--- src/rtl/serv_csr_pkg.sv ---
// Shared encodings for the SERV machine-mode CSR / interrupt slice.
package serv_csr_pkg;

  typedef enum logic [1:0] {
    CSR_SOURCE_CSR = 2'b00,
    CSR_SOURCE_EXT = 2'b01,
    CSR_SOURCE_SET = 2'b10,
    CSR_SOURCE_CLR = 2'b11
  } csr_source_e;

  localparam logic [4:0] CAUSE_MSI        = 5'd3;
  localparam logic [4:0] CAUSE_MTI        = 5'd7;
  localparam logic [4:0] CAUSE_MEI        = 5'd11;
  localparam logic [4:0] CAUSE_LOCAL_BASE = 5'd16;

  localparam logic [4:0] EXC_INSTR_MISALIGN = 5'd0;
  localparam logic [4:0] EXC_BREAKPOINT     = 5'd3;
  localparam logic [4:0] EXC_LOAD_MISALIGN  = 5'd4;
  localparam logic [4:0] EXC_STORE_MISALIGN = 5'd6;
  localparam logic [4:0] EXC_ECALL_M        = 5'd11;

  localparam int MSTATUS_MIE  = 3;
  localparam int MSTATUS_MPIE = 7;

  function automatic logic [4:0] exc_code(input logic e_op, input logic ebreak,
                                          input logic mem_op, input logic mem_cmd);
    if (e_op)   return ebreak ? EXC_BREAKPOINT : EXC_ECALL_M;
    if (mem_op) return mem_cmd ? EXC_STORE_MISALIGN : EXC_LOAD_MISALIGN;
    return EXC_INSTR_MISALIGN;
  endfunction

endpackage

--- src/rtl/serv_csr_irq_arbiter.sv ---
// Interrupt synchronisers, fixed-priority encoder and the pending-request latch.
// Source vector order is {lirq[N-1:0], meip, mtip, msip}.
module serv_irq_arbiter
  import serv_csr_pkg::*;
#(
  parameter int  NUM_LOCAL      = 4,
  parameter int  SYNC_IRQ       = 1,
  parameter      RESET_STRATEGY = "MINI",
  localparam int LW = (NUM_LOCAL > 0) ? NUM_LOCAL : 1,
  localparam int IW = 3 + LW
) (
  input  logic          clk_i,
  input  logic          rst_i,
  input  logic [IW-1:0] irq_i,
  input  logic [IW-1:0] mask_i,
  input  logic          mie_i,
  input  logic          arb_i,
  input  logic          clr_i,
  output logic [IW-1:0] mip_o,
  output logic          new_irq_o,
  output logic [4:0]    irq_code_o
);

  localparam bit RST_EN = (RESET_STRATEGY != "NONE");

  logic [IW-1:0] mip;
  logic [IW-1:0] pend;
  logic [4:0]    code;
  logic          new_irq_q, new_irq_d;
  logic [4:0]    irq_code_q, irq_code_d;

  generate
    if (SYNC_IRQ != 0) begin : g_sync
      logic [IW-1:0] sync1_q, sync2_q;
      always_ff @(posedge clk_i) begin
        if (RST_EN && rst_i) begin
          sync1_q <= '0;
          sync2_q <= '0;
        end else begin
          sync1_q <= irq_i;
          sync2_q <= sync1_q;
        end
      end
      assign mip = sync2_q;
    end else begin : g_direct
      assign mip = irq_i;
    end
  endgenerate

  // Later assignments win: MEI > MSI > MTI > lirq[0] > ... > lirq[N-1]
  always_comb begin
    pend = mip & mask_i;
    if (NUM_LOCAL == 0) pend[3] = 1'b0;
    code = '0;
    for (int k = LW - 1; k >= 0; k--)
      if (pend[3+k]) code = CAUSE_LOCAL_BASE + 5'(k);
    if (pend[1]) code = CAUSE_MTI;
    if (pend[0]) code = CAUSE_MSI;
    if (pend[2]) code = CAUSE_MEI;
  end

  always_comb begin
    new_irq_d  = new_irq_q;
    irq_code_d = irq_code_q;
    if (clr_i) begin
      new_irq_d = 1'b0;
    end else if (arb_i && !new_irq_q && mie_i && (|pend)) begin
      new_irq_d  = 1'b1;
      irq_code_d = code;
    end
  end

  always_ff @(posedge clk_i) begin
    if (RST_EN && rst_i) begin
      new_irq_q  <= 1'b0;
      irq_code_q <= '0;
    end else begin
      new_irq_q  <= new_irq_d;
      irq_code_q <= irq_code_d;
    end
  end

  assign mip_o      = mip;
  assign new_irq_o  = new_irq_q;
  assign irq_code_o = irq_code_q;

endmodule

--- src/rtl/serv_csr_irq.sv ---
// Bit-serial machine-mode CSR unit (mstatus/mie/mip/mcause) with multi-source interrupts.
// One CSR bit per cycle, LSB first, indexed by i_cnt.
module serv_csr_irq
  import serv_csr_pkg::*;
#(
  parameter int  NUM_LOCAL      = 4,
  parameter int  SYNC_IRQ       = 1,
  parameter      RESET_STRATEGY = "MINI",
  localparam int LW = (NUM_LOCAL > 0) ? NUM_LOCAL : 1
) (
  input  logic          i_clk,
  input  logic          i_rst,
  input  logic          i_init,
  input  logic          i_en,
  input  logic [4:0]    i_cnt,
  input  logic          i_cnt_done,
  input  logic          i_trap,
  input  logic          i_mret,
  input  logic          i_e_op,
  input  logic          i_ebreak,
  input  logic          i_mem_op,
  input  logic          i_mem_cmd,
  input  logic          i_mstatus_en,
  input  logic          i_mie_en,
  input  logic          i_mip_en,
  input  logic          i_mcause_en,
  input  logic [1:0]    i_csr_source,
  input  logic          i_csr_d_sel,
  input  logic          i_csr_imm,
  input  logic          i_rs1,
  input  logic          i_rf_csr_out,
  input  logic          i_msip,
  input  logic          i_mtip,
  input  logic          i_meip,
  input  logic [LW-1:0] i_lirq,
  output logic          o_new_irq,
  output logic          o_csr_in,
  output logic          o_q
);

  localparam bit RST_EN = (RESET_STRATEGY != "NONE");

  logic          mstatus_mie_q, mstatus_mie_d, mstatus_mpie_q, mstatus_mpie_d;
  logic          msie_q, msie_d, mtie_q, mtie_d, meie_q, meie_d;
  logic [LW-1:0] lie_q, lie_d;
  logic          mcause_int_q, mcause_int_d;
  logic [4:0]    mcause_code_q, mcause_code_d;
  logic [2+LW:0] mip;
  logic [4:0]    irq_code;
  logic          new_irq;
  logic [31:0]   mstatus_w, mie_w, mip_w, mcause_w;
  logic          csr_bit, csr_out, csr_d, csr_in;
  logic          trap_done, mret_done;

  assign trap_done = i_trap & i_cnt_done;
  assign mret_done = i_mret & i_cnt_done;

  serv_irq_arbiter #(
    .NUM_LOCAL      (NUM_LOCAL),
    .SYNC_IRQ       (SYNC_IRQ),
    .RESET_STRATEGY (RESET_STRATEGY)
  ) u_arbiter (
    .clk_i      (i_clk),
    .rst_i      (i_rst),
    .irq_i      ({i_lirq, i_meip, i_mtip, i_msip}),
    .mask_i     ({lie_q, meie_q, mtie_q, msie_q}),
    .mie_i      (mstatus_mie_q),
    .arb_i      (i_cnt_done & ~i_init),
    .clr_i      (trap_done),
    .mip_o      (mip),
    .new_irq_o  (new_irq),
    .irq_code_o (irq_code)
  );

  // Parallel views of each CSR; the serial read just picks bit i_cnt.
  always_comb begin
    mstatus_w = '0;
    mstatus_w[MSTATUS_MIE]  = mstatus_mie_q;
    mstatus_w[MSTATUS_MPIE] = mstatus_mpie_q;
    mie_w = '0;
    mie_w[CAUSE_MSI] = msie_q;
    mie_w[CAUSE_MTI] = mtie_q;
    mie_w[CAUSE_MEI] = meie_q;
    mip_w = '0;
    mip_w[CAUSE_MSI] = mip[0];
    mip_w[CAUSE_MTI] = mip[1];
    mip_w[CAUSE_MEI] = mip[2];
    for (int k = 0; k < NUM_LOCAL; k++) begin
      mie_w[16+k] = lie_q[k];
      mip_w[16+k] = mip[3+k];
    end
    mcause_w = '0;
    mcause_w[4:0] = mcause_code_q;
    mcause_w[31]  = mcause_int_q;
  end

  assign csr_bit = (i_mstatus_en & mstatus_w[i_cnt]) | (i_mie_en & mie_w[i_cnt]) |
                   (i_mip_en & mip_w[i_cnt]) | (i_mcause_en & mcause_w[i_cnt]);
  assign csr_out = i_rf_csr_out | (i_en & csr_bit);
  assign csr_d   = i_csr_d_sel ? i_csr_imm : i_rs1;

  always_comb begin
    case (csr_source_e'(i_csr_source))
      CSR_SOURCE_EXT: csr_in = csr_d;
      CSR_SOURCE_SET: csr_in = csr_out | csr_d;
      CSR_SOURCE_CLR: csr_in = csr_out & ~csr_d;
      default:        csr_in = csr_out;
    endcase
  end

  always_comb begin
    mstatus_mie_d  = mstatus_mie_q;
    mstatus_mpie_d = mstatus_mpie_q;
    msie_d         = msie_q;
    mtie_d         = mtie_q;
    meie_d         = meie_q;
    lie_d          = lie_q;
    mcause_int_d   = mcause_int_q;
    mcause_code_d  = mcause_code_q;
    if (i_mie_en && i_en) begin
      if (i_cnt == CAUSE_MSI) msie_d = csr_in;
      if (i_cnt == CAUSE_MTI) mtie_d = csr_in;
      if (i_cnt == CAUSE_MEI) meie_d = csr_in;
      for (int k = 0; k < NUM_LOCAL; k++)
        if (i_cnt == 5'(16 + k)) lie_d[k] = csr_in;
    end
    if (trap_done) begin
      mstatus_mie_d  = 1'b0;
      mstatus_mpie_d = mstatus_mie_q;
    end else if (mret_done) begin
      mstatus_mie_d  = mstatus_mpie_q;
      mstatus_mpie_d = 1'b1;
    end else if (i_mstatus_en && i_en) begin
      if (i_cnt == 5'(MSTATUS_MIE))  mstatus_mie_d  = csr_in;
      if (i_cnt == 5'(MSTATUS_MPIE)) mstatus_mpie_d = csr_in;
    end
    if (trap_done) begin
      mcause_int_d  = new_irq;
      mcause_code_d = new_irq ? irq_code : exc_code(i_e_op, i_ebreak, i_mem_op, i_mem_cmd);
    end else if (i_mcause_en && i_en) begin
      if (i_cnt < 5'd5)   mcause_code_d[i_cnt[2:0]] = csr_in;
      if (i_cnt == 5'd31) mcause_int_d = csr_in;
    end
  end

  always_ff @(posedge i_clk) begin
    if (RST_EN && i_rst) begin
      mstatus_mie_q  <= 1'b0;
      mstatus_mpie_q <= 1'b0;
      msie_q         <= 1'b0;
      mtie_q         <= 1'b0;
      meie_q         <= 1'b0;
      lie_q          <= '0;
    end else begin
      mstatus_mie_q  <= mstatus_mie_d;
      mstatus_mpie_q <= mstatus_mpie_d;
      msie_q         <= msie_d;
      mtie_q         <= mtie_d;
      meie_q         <= meie_d;
      lie_q          <= lie_d;
    end
  end

  // mcause is deliberately left out of reset.
  always_ff @(posedge i_clk) begin
    mcause_int_q  <= mcause_int_d;
    mcause_code_q <= mcause_code_d;
  end

  assign o_new_irq = new_irq;
  assign o_csr_in  = csr_in;
  assign o_q       = csr_out;

endmodule

--- config.mk ---
export PLATFORM = sky130hd
export DESIGN_NAME = serv_csr_irq
export DESIGN_NICKNAME = d
export VERILOG_FILES = /design/src/rtl/serv_csr_pkg.sv /design/src/rtl/serv_csr_irq_arbiter.sv /design/src/rtl/serv_csr_irq.sv
export SDC_FILE = /design/constraint.sdc
export NUM_CORES = 1
export LEC_CHECK = 0
export ABC_AREA = 1
export BUFFER_PORTS_ARGS = -buffer_cell sky130_fd_sc_hd__buf_2
export CORE_MARGIN = 1.5
export CORE_UTILIZATION = 58
export DETAILED_ROUTE_END_ITERATION = 12
export HOLD_SLACK_MARGIN = 0.1
export PLACE_DENSITY_LB_ADDON = 0.08
export SETUP_SLACK_MARGIN = 0.4
export SLEW_MARGIN = 20
export SYNTH_ARGS = -nofsm -noshare
export SYNTH_HDL_FRONTEND = slang
export SYNTH_SLANG_ARGS = --single-unit
--- constraint.sdc ---
create_clock -name i_clk -period 5.7 [get_ports i_clk]
set_clock_uncertainty 0.15 [all_clocks]
set_input_delay 1.425 -clock i_clk [delete_from_list [all_inputs] [get_ports i_clk]]
set_output_delay 1.425 -clock i_clk [all_outputs]
set_load 0.005 [all_outputs]
==> results.sh <==
export IMPL_synth_nets=306
export IMPL_synth_area_top_cells="dfxtp_1 (32%), nand2_1 (15%), edfxtp_1 (9.9%)"
export IMPL_hold_path_end="u_arbiter.mip_o[3]$_SDFF_PP0_"
export IMPL_clk_pin_slew_worst_paths_ps=90
export IMPL_critPathRequiredTime_ps=4120
export IMPL_internal_power_uw=331.3
export IMPL_relSlewSlack=0.6795
export IMPL_io_pins=36
export IMPL_instances_no_fill=344
export IMPL_port_buffers=35
export IMPL_rsz0062_at_grt="false"
export IMPL_r2r_setup_slack_ps=3850
export IMPL_tightest_slew_ps=479.6
export IMPL_yosysMostFrequentCell="nand2_1"
export IMPL_arrival_ps=2770
export IMPL_cts_root_buffer="clkbuf_4"
export IMPL_clk_path_buf_depth=2
export IMPL_crit_path_start_kind="primary input"
export IMPL_min_path_type="reg -> reg"
export IMPL_fin_crit_ps=4342
export IMPL_reg2reg_to="u_arbiter.irq_code_o[2]$_SDFFE_PP0P_"
export IMPL_setup_viol_count_final=0
export IMPL_start_util=0.6050
export IMPL_area_growth_pct=13.22
export IMPL_grt_first_pass_wirelength_um=6410
export IMPL_core_um2=3003
export IMPL_cts_buffers=5
export IMPL_fin_nets=343
export IMPL_antenna_left=0
export IMPL_grt_pass1_vias=1474
export IMPL_grt_max_degree=22
export IMPL_antenna_found_initial=0
export IMPL_synth_top_cell_area_share=0.3196
export IMPL_drcViolationCount=0
export IMPL_place_gp_congestion=0.8900
export IMPL_htree_num_levels=2
export IMPL_clkSinkCount=35
export IMPL_min_path_cells=2
export IMPL_post_route_util=0.6850
export IMPL_synth_seq_area_share=0.4187
export IMPL_max_clock_freq_mhz=230.3
export IMPL_dp_hpwl_um=3213
export IMPL_globalRouteOverflowTotal=0
export IMPL_worstSetupPathType="in -> out"
export IMPL_pwr_share_clk=0.275
export IMPL_die_h_um=58.97
export IMPL_async_reset_ff_frac=0
export IMPL_reg2reg_from="mstatus_mie_q$_SDFFE_PP0P_"
export IMPL_holdCritStartpoint="u_arbiter.g_sync.sync1_q[3]$_SDFF_PP0_"
export IMPL_cts_resized=0
export IMPL_antenna_cells=0
export IMPL_endpoint_kind="output port"
export IMPL_ys_seq_elements=35
export IMPL_synthTopCellsByCount="nand2_1 (75), nor2_1 (46), inv_1 (33)"
export IMPL_power_density_nw_per_um2=219.7
export IMPL_num_rows=20
export IMPL_synth_edf_count=6
export IMPL_finalWorstSetupSlack_ps=1358
export IMPL_finalPower_uw=452.0
export IMPL_clk_latency_ps=330
export IMPL_outcome="completed"
export IMPL_hold_buffers=0
export IMPL_finalSetupTns_ps=0
export IMPL_netlist_instances=273
export IMPL_ys_flop_type="dfxtp_1"
export IMPL_firstDrtPassIters=5
export IMPL_synth_distinct_cells=27
export IMPL_postRouteWirelength_um=4062
export IMPL_path_max_fanout=10
export IMPL_power_frac_comb=0.142
export IMPL_synthesis_area_um2=1817
export IMPL_maxSlewViolCount=0
export IMPL_drive_above_1_share=0.1608
export IMPL_dieArea_um2=3477
export IMPL_synth_warning_count=0
export IMPL_p_leak_nw=0.9938
export IMPL_syn_area_per_cell_um2=6.655
export IMPL_period_share=0.7617
export IMPL_vias=1805
export IMPL_vdd_drop_max_uv=155.2
export IMPL_yosysTopAreaCell="dfxtp_1"
export IMPL_viasPerCell=5.247
export IMPL_finalHoldViolations=0
export IMPL_pre_cts_ws_ps=1368
export IMPL_cts_tree="done"
export IMPL_power_switching_uw=120.7
export IMPL_wl_per_cell_um=11.81
export IMPL_power_frac_seq=0.583
export IMPL_p_sw_frac=0.2670
export IMPL_dp_cells=336
export IMPL_die_width_um=58.97
export IMPL_max_cap_violations=0
export IMPL_drtIter0Drc=130
export IMPL_r2r_cells=6
export IMPL_grt_util_all_layers=0.2471
export IMPL_postCtsSetupBuffers=0
==> cells by family (layout without fill, tap and decap cells) <==
| logic type | Yosys count | in the layout | synth area share |
|---|---|---|---|
| buf+inv | 42 | 80 | 0.09090 |
| simple gates | 145 | 145 | 0.3361 |
| compound gates | 51 | 51 | 0.1543 |
| flops | 35 | 35 | 0.4187 |
==> metrics by stage <==
stage          hold WS, ps  cell area (um^2)
3_3_place_gp         238.5              2007
2_1_floorplan        238.3              1817
6_report             257.8              2057
3_5_place_dp         245.7              2007
4_1_cts              259.4              2057
5_1_grt              278.3              2057
==> worst max path at each step <==
stage                to  startpoint  depth (start not counted)  slack [ps]
6_report       o_csr_in    i_cnt[0]                         14        1360
5_1_grt        o_csr_in    i_cnt[0]                         14        1180
4_1_cts        o_csr_in    i_cnt[0]                         14        1360
3_5_place_dp   o_csr_in    i_cnt[0]                         14        1370
3_3_place_gp   o_csr_in    i_cnt[2]                         12        1400
2_1_floorplan  o_csr_in    i_cnt[1]                         10        1710
==> registers in the layout, summed over array words and instances, names as in the netlist <==
signal / cells
lie_q: 4
mcause_code_q: 5
mcause_int_q: 1
meie_q: 1
msie_q: 1
mstatus_mie_q: 1
mstatus_mpie_q: 1
mtie_q: 1
u_arbiter.g_sync.sync1_q: 7
u_arbiter.irq_code_o: 5
u_arbiter.mip_o: 7
u_arbiter.new_irq_o: 1
==> worst max-delay path, cell delays in order <==
cell and delay [ps]:
buf_2 210, nand2_4 100, nor2_2 140, nand2_1 80, nand2_1 60, nand2_1 50
nor2_1 90, nand2_1 60, nand3_1 60, nand2_1 80, nand3_2 80, nand2_4 100
inv_2 110, buf_2 110
==> layout by cell type, fill, tap and decap left out, types with 3 or more instances in the layout <==
cell type   n
nor2_1     46
inv_1      33
nand4_1     5
nand2_1    75
inv_2       4
dfxtp_1    29
buf_2      35
o21ai_0    15
o21ai_1     7
nand3_1     9
nand2_4     3
clkbuf_4    5
edfxtp_1    6
a21oi_1    20
==> layer usage <==
layer	up-vias	share of wire	wire, um	track usage
li1	956	-	-	-
met1	791	0.48	1953	0.3370
met2	53	0.46	1860	0.3841
met3	5	0.051	206	0.06154
met4	0	0.010	42	0.08117
met5	-	0	0	0
==> layout make-up <==
cell class / instances / area [um^2]
clock buffers: 7 / 45.04
clock inverters: 1 / 5.005
fillers: 286 / 945.9
inverters: 37 / 138.9
multi-input cells: 196 / 890.9
flip-flops and latches: 35 / 760.7
well taps: 33 / 41.29
repair buffers: 35 / 175.2
==> power by group through the flow <==
stage / Combinational (mW) / Sequential, mW / Clock [mW]
finish: 0.0643 / 0.264 / 0.124
floorplan: 0.0419 / 0.268 / 0
global placement: 0.0631 / 0.269 / 0
detailed placement: 0.0638 / 0.269 / 0
global route: 0.0726 / 0.264 / 0.139
CTS: 0.0642 / 0.263 / 0.127
(Power assumes the default switching activity.)
